--- config.mk ---
export PLATFORM = sky130hd
export DESIGN_NAME = id_branch_resolve
export DESIGN_NICKNAME = d
export VERILOG_FILES = /design/src/rtl/id_branch_resolve.sv
export SDC_FILE = /design/constraint.sdc
export NUM_CORES = 1
export LEC_CHECK = 0
export BUFFER_PORTS_ARGS = -buffer_cell sky130_fd_sc_hd__buf_2
export CELL_PAD_IN_SITES_DETAIL_PLACEMENT = 1
export CELL_PAD_IN_SITES_GLOBAL_PLACEMENT = 1
export CORE_AREA = 2 2 136 138
export DETAILED_ROUTE_END_ITERATION = 16
export DIE_AREA = 0 0 138 140
export GPL_ROUTABILITY_DRIVEN = 0
export PLACE_DENSITY_LB_ADDON = 0.1
export SETUP_SLACK_MARGIN = 0.05
export SYNTH_ARGS = -nofsm -noshare
export SYNTH_HDL_FRONTEND = slang
export SYNTH_SLANG_ARGS = --single-unit
--- constraint.sdc ---
create_clock -name clk -period 3.8 [get_ports clk]
set_input_delay 0.38 -clock clk [delete_from_list [all_inputs] [get_ports clk]]
set_output_delay 0.38 -clock clk [all_outputs]
set_load 0.01 [all_outputs]
--- src/rtl/id_branch_resolve.sv ---
// ID-stage branch resolver: operand select, hazard stall FSM,
// BEQ/BNE redirect and saturating event counters.
module id_branch_resolve #(
    parameter int DATA_W = 32,
    parameter int PC_W   = 32,
    parameter int CNT_W  = 16
) (
    input  logic              clk,
    input  logic              rst,
    input  logic              id_valid,
    input  logic              id_beq,
    input  logic              id_bne,
    input  logic              id_kill,
    input  logic [PC_W-1:0]   id_pc_plus4,
    input  logic [DATA_W-1:0] id_imm,
    input  logic [DATA_W-1:0] rs_rf_data,
    input  logic [DATA_W-1:0] rt_rf_data,
    input  logic [1:0]        forward3,
    input  logic [1:0]        forward4,
    input  logic              ex_mem_read,
    input  logic              mem_mem_read,
    input  logic [DATA_W-1:0] ex_result,
    input  logic [DATA_W-1:0] mem_result,
    input  logic [DATA_W-1:0] wb_data,
    output logic              stall,
    output logic              pc_src,
    output logic [PC_W-1:0]   branch_target,
    output logic              if_flush,
    output logic [CNT_W-1:0]  br_cnt,
    output logic [CNT_W-1:0]  taken_cnt,
    output logic [CNT_W-1:0]  stall_cnt
);

    typedef enum logic {
        S_IDLE,
        S_STALL
    } state_t;

    state_t            r_state;
    state_t            w_state_nx;
    logic [1:0]        r_rem;
    logic [1:0]        w_rem_nx;
    logic              w_is_br;
    logic [1:0]        w_n3;
    logic [1:0]        w_n4;
    logic [1:0]        w_need;
    logic [DATA_W-1:0] w_a;
    logic [DATA_W-1:0] w_b;
    logic              w_take;
    logic              w_stall;
    logic              w_resolve;

    // Cycles a producer still needs before its value reaches ID.
    function automatic logic [1:0] need_f(
        input logic [1:0] sel,
        input logic       exl,
        input logic       meml
    );
        logic [1:0] n;
        n = 2'd0;
        if (sel == 2'b01) n = exl ? 2'd2 : 2'd1;
        else if (sel == 2'b10 && meml) n = 2'd1;
        return n;
    endfunction

    assign w_is_br = id_valid & (id_beq | id_bne) & ~id_kill;
    assign w_n3    = need_f(forward3, ex_mem_read, mem_mem_read);
    assign w_n4    = need_f(forward4, ex_mem_read, mem_mem_read);
    assign w_need  = (w_n3 > w_n4) ? w_n3 : w_n4;

    // Comparison operand muxes driven by the forwarding selects.
    always_comb begin
        w_a = rs_rf_data;
        w_b = rt_rf_data;
        unique case (forward3)
            2'b00: w_a = rs_rf_data;
            2'b01: w_a = ex_result;
            2'b10: w_a = mem_result;
            2'b11: w_a = wb_data;
        endcase
        unique case (forward4)
            2'b00: w_b = rt_rf_data;
            2'b01: w_b = ex_result;
            2'b10: w_b = mem_result;
            2'b11: w_b = wb_data;
        endcase
    end

    assign w_take = (id_beq & (w_a == w_b)) | (id_bne & (w_a != w_b));

    // Stall FSM next-state and resolve decision.
    always_comb begin
        w_state_nx = r_state;
        w_rem_nx   = r_rem;
        w_stall    = 1'b0;
        w_resolve  = 1'b0;
        unique case (r_state)
            S_IDLE: begin
                if (w_is_br) begin
                    if (w_need != 2'd0) begin
                        w_stall  = 1'b1;
                        w_rem_nx = w_need - 2'd1;
                        if (w_need == 2'd2) w_state_nx = S_STALL;
                    end else begin
                        w_resolve = 1'b1;
                    end
                end
            end
            S_STALL: begin
                w_stall  = ~id_kill;
                w_rem_nx = r_rem - 2'd1;
                if (r_rem == 2'd1 || id_kill) begin
                    w_state_nx = S_IDLE;
                    w_rem_nx   = 2'd0;
                end
            end
            default: begin
                w_state_nx = S_IDLE;
                w_rem_nx   = 2'd0;
            end
        endcase
    end

    assign stall         = w_stall & ~rst;
    assign pc_src        = w_resolve & w_take & ~rst;
    assign if_flush      = pc_src;
    assign branch_target = id_pc_plus4
                         + PC_W'($signed({id_imm, 2'b00}));

    // FSM state and remaining-stall register.
    always_ff @(posedge clk or posedge rst) begin
        if (rst) begin
            r_state <= S_IDLE;
            r_rem   <= 2'd0;
        end else begin
            r_state <= w_state_nx;
            r_rem   <= w_rem_nx;
        end
    end

    // Saturating performance counters.
    always_ff @(posedge clk or posedge rst) begin
        if (rst) begin
            br_cnt    <= '0;
            taken_cnt <= '0;
            stall_cnt <= '0;
        end else begin
            if (w_resolve && br_cnt != '1) br_cnt <= br_cnt + 1'b1;
            if (pc_src && taken_cnt != '1) taken_cnt <= taken_cnt + 1'b1;
            if (stall && stall_cnt != '1) stall_cnt <= stall_cnt + 1'b1;
        end
    end

endmodule

---- Yosys cells after proc, flatten, opt, wreduce, memory -nomap -nowiden ----
Index checks and enable logic that the tools add are counted.
cells by class
  $add $sub $neg .......................... 6
  magnitude comparators ................... 1
  eq/ne operators ......................... 15
  muxes and demuxes ....................... 23
  bitwise gates (word level) .............. 12
  reduce and logical (&&, ||, !) cells .... 10
operators by type and width
  kind                                                                 number
  32-bit one-hot mux with 4 select lines                               2
  16-bit by 1-bit adder with 16-bit output (second input constant)     3
  16-bit != test (second input constant)                               3
  32-bit adder                                                         1
  32-bit == test                                                       1
  32-bit != test                                                       1
  2-bit two-way mux                                                    7
  1-bit two-way mux                                                    11
  2-bit == test (second input constant)                                5
  1-bit AND                                                            7
  2-bit by 1-bit == test with 1-bit output (second input constant)     3
  1-bit logical AND                                                    5
  2-bit zero test                                                      2
  2-bit != test (second input constant)                                2
  1-bit one-hot mux with 2 select lines                                2
  2-bit one-hot mux with 2 select lines                                1
  2-bit by 1-bit subtractor with 2-bit output (second input constant)  2
  1-bit inverter                                                       3
  2-bit greater-than comparator                                        1
  1-bit bitwise OR                                                     2
  2-bit AND reduction                                                  1
  2-bit nonzero test                                                   1
  1-bit logical OR                                                     1
storage, ports and cells
  flip-flop bits (word level) ............. 51
  bits of input ports ..................... 236
  output and inout port bits .............. 83
  logic and storage cells ................. 72

---- Depth between registers and ports, before layout ----
  word-level depth ........................ 13
  depth in mapped cells ................... 18
  mapped depth without buffers ............ 16

---- Least setup slack after synthesis ----
Ideal clock, no wire load.
  path kind ............................... in2reg
  start point ............................. input forward3[1]
  end point ............................... register stall_cnt[11]
  setup time .............................. 125 ps
  arrival time ............................ 3653 ps
  required time ........................... 3675 ps
  path slack .............................. 22 ps
  stages on the path ...................... 17
  path buffers ............................ 2
  cell sequence ........................... buf_2 -> buf_1 -> nand2b_1 -> or2_2 -> ha_1 -> nor2_1 -> o22ai_1 -> nor2_1 -> a21oi_1 -> ha_1 -> o31ai_1 -> and3_1 -> o21a_1 -> nand3_1 -> nor3_1 -> nand4_1 -> xnor2_1
on the way
  cells in the longest elaborated chain, start to end .. 12
  elaborated cells on any way between the ends .. 13
  classes of those cells .................. 1 x order compare; 2 x eq/ne; 6 x mux; 1 x bitwise; 3 x reduce/logical
ends and longest elaborated chain
  what                                     line  RTL
  start, declared                          18    input logic [1:0] forward3,
  2-bit == test                            62    else if (sel == 2'b10 && meml) n = 2'd1;
  1-bit logical AND                        62
  1-bit two-way mux                        62
  2-bit two-way mux *                      61    if (sel == 2'b01) n = exl ? 2'd2 : 2'd1;
  2-bit greater-than comparator            69    assign w_need = (w_n3 > w_n4) ? w_n3 : w_n4;
  2-bit two-way mux *                      69
  2-bit nonzero test *                     100   if (w_need != 2'd0) begin
  1-bit two-way mux *                      100
  1-bit two-way mux *                      99    if (w_is_br) begin
  1-bit one-hot mux with 2 select lines *  97    unique case (r_state)
  1-bit AND *                              124   assign stall = w_stall & ~rst;
  net stall                                25    output logic stall,
  1-bit logical AND *                      150   if (stall && stall_cnt != '1) stall_cnt <= stall_cnt + 1'b1;
  end signal, assigned                     150
  end, declared                            31    output logic [CNT_W-1:0] stall_cnt
Mark *: on every way through the listed nets, which the timed path passes. The rest lies on a longest branch.
A chain may end at the register's enable or synchronous reset.

---- Worst setup path after layout ----
  start point ............................. input forward4[0]
  end point ............................... output pc_src
on the way
  cells in the longest elaborated chain, start to end .. 12
  elaborated cells on any way between the ends .. 21
  classes of those cells .................. 1 x order compare; 5 x eq/ne; 7 x mux; 5 x bitwise; 3 x reduce/logical
ends and longest elaborated chain
  what                           line    RTL
  start, declared                19      input logic [1:0] forward4,
  2-bit == test                  62, 81
  1-bit logical AND              62
  1-bit two-way mux              62
  2-bit two-way mux              61
  2-bit greater-than comparator  69
  2-bit two-way mux              69
  2-bit nonzero test             100
  1-bit two-way mux              100
  1-bit two-way mux              99
  1-bit two-way mux              97
  1-bit AND * (2 in a row)       125     assign pc_src = w_resolve & w_take & ~rst;
  end, declared                  26      output logic pc_src,
Every way passes the cells marked *; elsewhere a longest branch is shown, timed or not.

==> results.json <==
{
  "crit_chain": "buf_2, buf_6, mux4_2, xnor2_1, nand4_1, nor4_2, nand2_1, mux2i_1, nor2b_1, buf_2",
  "slowest_delay_ns": 0.57,
  "skew_ns": 0.00821,
  "coreArea_um2": 17800,
  "synth_top_area_share_pct": 24.2,
  "wire_per_inst_um": 18.9,
  "pin_count": 319,
  "fin_crit_sh_pct": 92.0,
  "area_growth_pct": 34.0,
  "syn_area_um2": 5960,
  "cap_violations": 0,
  "ys.flop_type": "dfrtp_1",
  "clock_path_buffers": 2,
  "layout_commonest_cell": "buf_2",
  "vias_per_cell": 5.31,
  "crit_path_max_fanout": 31,
  "status": "finished clean",
  "reg2reg_to": "taken_cnt[1]",
  "cpMostUsedCell": "buf_2",
  "critPathKind": "in -> out",
  "synth_cell_types": 61,
  "ant_nets": 0,
  "io_buffers": 312,
  "cts-htree-levels": 2,
  "p_per_area_nw_per_um2": 277,
  "final_cell_mix": "buf_2, xnor2_1, mux4_2, dfrtp_1, nor2_1",
  "pre_cts_ws_ns": 0.0963,
  "grtUsageTotal_pct": 21.5,
  "num_vias": 6019,
  "crit_path_start_kind": "primary input",
  "crit_path_end_kind": "output pin",
  "maxSlewHeadroom_pct": 57.2,
  "r2r_setup_slack_ns": 0.99,
  "p_leak_uw": 0.00380,
  "tightest_slew_ns": 0.642,
  "synth-async-reset-ratio_pct": 100,
  "drtIter0Drc": 119,
  "drc": 0,
  "peakVddDrop_uv": 279,
  "synthCells": 582,
  "worst_hold_slack_ns": 0.332,
  "first_pass_iters": 4,
  "report.final.slew_viol_count": 0,
  "cp_data_arrival_time_ns": 3.12,
  "cp_num_cells": 10,
  "reg2reg_depth": 7,
  "clk_pin_slew_worst_paths_ns": 0.06,
  "num_rows": 49,
  "critical_path.startpoint": "forward4[0]",
  "synth-edff-count": 0,
  "die-width_um": 138,
  "worst-path-buf-inv": 3,
  "cts-root-buf": "clkbuf_16",
  "min_path_type": "in -> reg",
  "syn_avg_cell_area_um2": 10.2,
  "multiInputGateArea_um2": 4470,
  "crit_end": "pc_src",
  "seq_area_um2": 1280,
  "drt-total-wl_mm": 21.4,
  "finalSetupViolCount": 0,
  "numCtsBuffers": 5,
  "yosys.area.top_type": "mux4_2",
  "max_freq_ghz": 0.286,
  "die-area_um2": 19300,
  "cts_tree": "built",
  "die_height_um": 140,
  "nets": 1169,
  "clk_latency_ns": 0.30,
  "ys_seq_elements": 51,
  "antenna_found_initial": 11,
  "setup_slack_ns": 0.304,
  "post_cts_buffers": 0,
  "syn_nets": 857,
  "grt_overflow": 0,
  "finalHoldViolations": 0,
  "fin_crit_ns": 3.50,
  "grt_pass1_wl_mm": 33.6,
  "start_util_pct": 33.5,
  "synth_seq_area_share_pct": 21.4,
  "yosys_warnings": 0,
  "finalSetupTns_ns": 0,
  "final_util_pct": 44.9,
  "dp_hpwl_mm": 18.5,
  "rsz0062_at_grt": "no",
  "drive_above_1_share_pct": 46.8,
  "fill_cells": 2167,
  "cp_top_family": "simple AND/OR/NAND/NOR gates",
  "grt_pass1_vias": 6694,
  "synthTopCellsByArea": "mux4_2, dfrtp_1, xnor2_1",
  "numClockSinks": 51,
  "grt_max_degree": 51,
  "critPathRequiredTime_ns": 3.42,
  "regToRegStartpoint": "taken_cnt[4]",
  "cp_slowest_cell": "mux4_2"
}
==> worst min-delay path by stage <==
stage                       start      end  slack, ns  cells after the start
after floorplan           id_kill  r_state       0.45                      1
after global placement        rst  r_state       0.25                      2
after detailed placement      rst  r_state       0.25                      2
after CTS                 id_kill  r_state       0.32                      2
after global routing      id_kill  r_state       0.34                      2
final                     id_kill  r_state       0.33                      2
==> area by class of cell <==
type | count | area share (%)
clock buffers | 7 | 1.79
multi-input cells | 485 | 56.0
repair buffers | 327 | 21.1
diodes | 10 | 0.314
well taps | 229 | 3.59
clock inverters | 1 | 0.110
flip-flops and latches | 51 | 16.0
inverters | 24 | 1.13
==> metrics by stage <==
stage               total power, uW  std cells  cell area, um^2
global route                   2370       1131             7970
CTS                            2230       1124             7940
global placement               1710       1115             7770
finish                         2210       1134             7980
floorplan                      1330        582             5960
detailed placement             1750       1115             7770
==> per-layer routing <==
layer / GRT usage (%) / vias to the layer above / wire (um)
li1: - / 2844 / -
met1: 23.9 / 2933 / 8160
met2: 40.3 / 202 / 11400
met3: 4.89 / 38 / 1310
met4: 7.63 / 2 / 537
met5: 0 / - / 13
==> state kept, by name, indices dropped and copies added (netlist names) <==
name,cells
stall_cnt,16
r_state,1
br_cnt,16
taken_cnt,16
r_rem,2
==> power breakdown <==
part           total (uW)  internal (uW)  switching (uW)
registers             690            608            81.7
logic                1050            530             520
clock network         467            264             203
==> cells in the mapped netlist (all sizes together) (3+ instances only) <==
cell type,n
dfrtp,51
nor3,18
buf,14
mux2i,4
nor2b,7
and3,9
a211oi,8
a31oi,3
o21a,9
clkbuf,8
nand4,21
xor2,23
ha,38
a21oi,20
or2,5
nor4,6
mux2,4
a21o,8
nor2,44
nand3,21
nand2b,4
xnor2,77
inv,24
o21ai,23
mux4,64
nand2,35
==> timing repair <==
action,in CTS,in global routing
gates resized for setup,0,6
hold buffers,1,0
endpoints found under the setup margin,0,8
endpoints found under the hold margin,1,0
==> kinds of logic (layout without fill, tap and decap cells) <==
| group | after synthesis | after routing | share of synthesized area [%] |
|---|---|---|---|
| mux | 72 | 72 | 25.7 |
| fa+ha+maj | 39 | 39 | 8.32 |
| simple gates | 181 | 181 | 15.8 |
| buf+inv | 46 | 359 | 3.87 |
| flops | 51 | 51 | 21.4 |
| xor+xnor | 100 | 100 | 14.7 |
| other cells | 0 | 10 | 0 |
| compound gates | 93 | 93 | 10.1 |
Power figures use the tool's default switching activity.
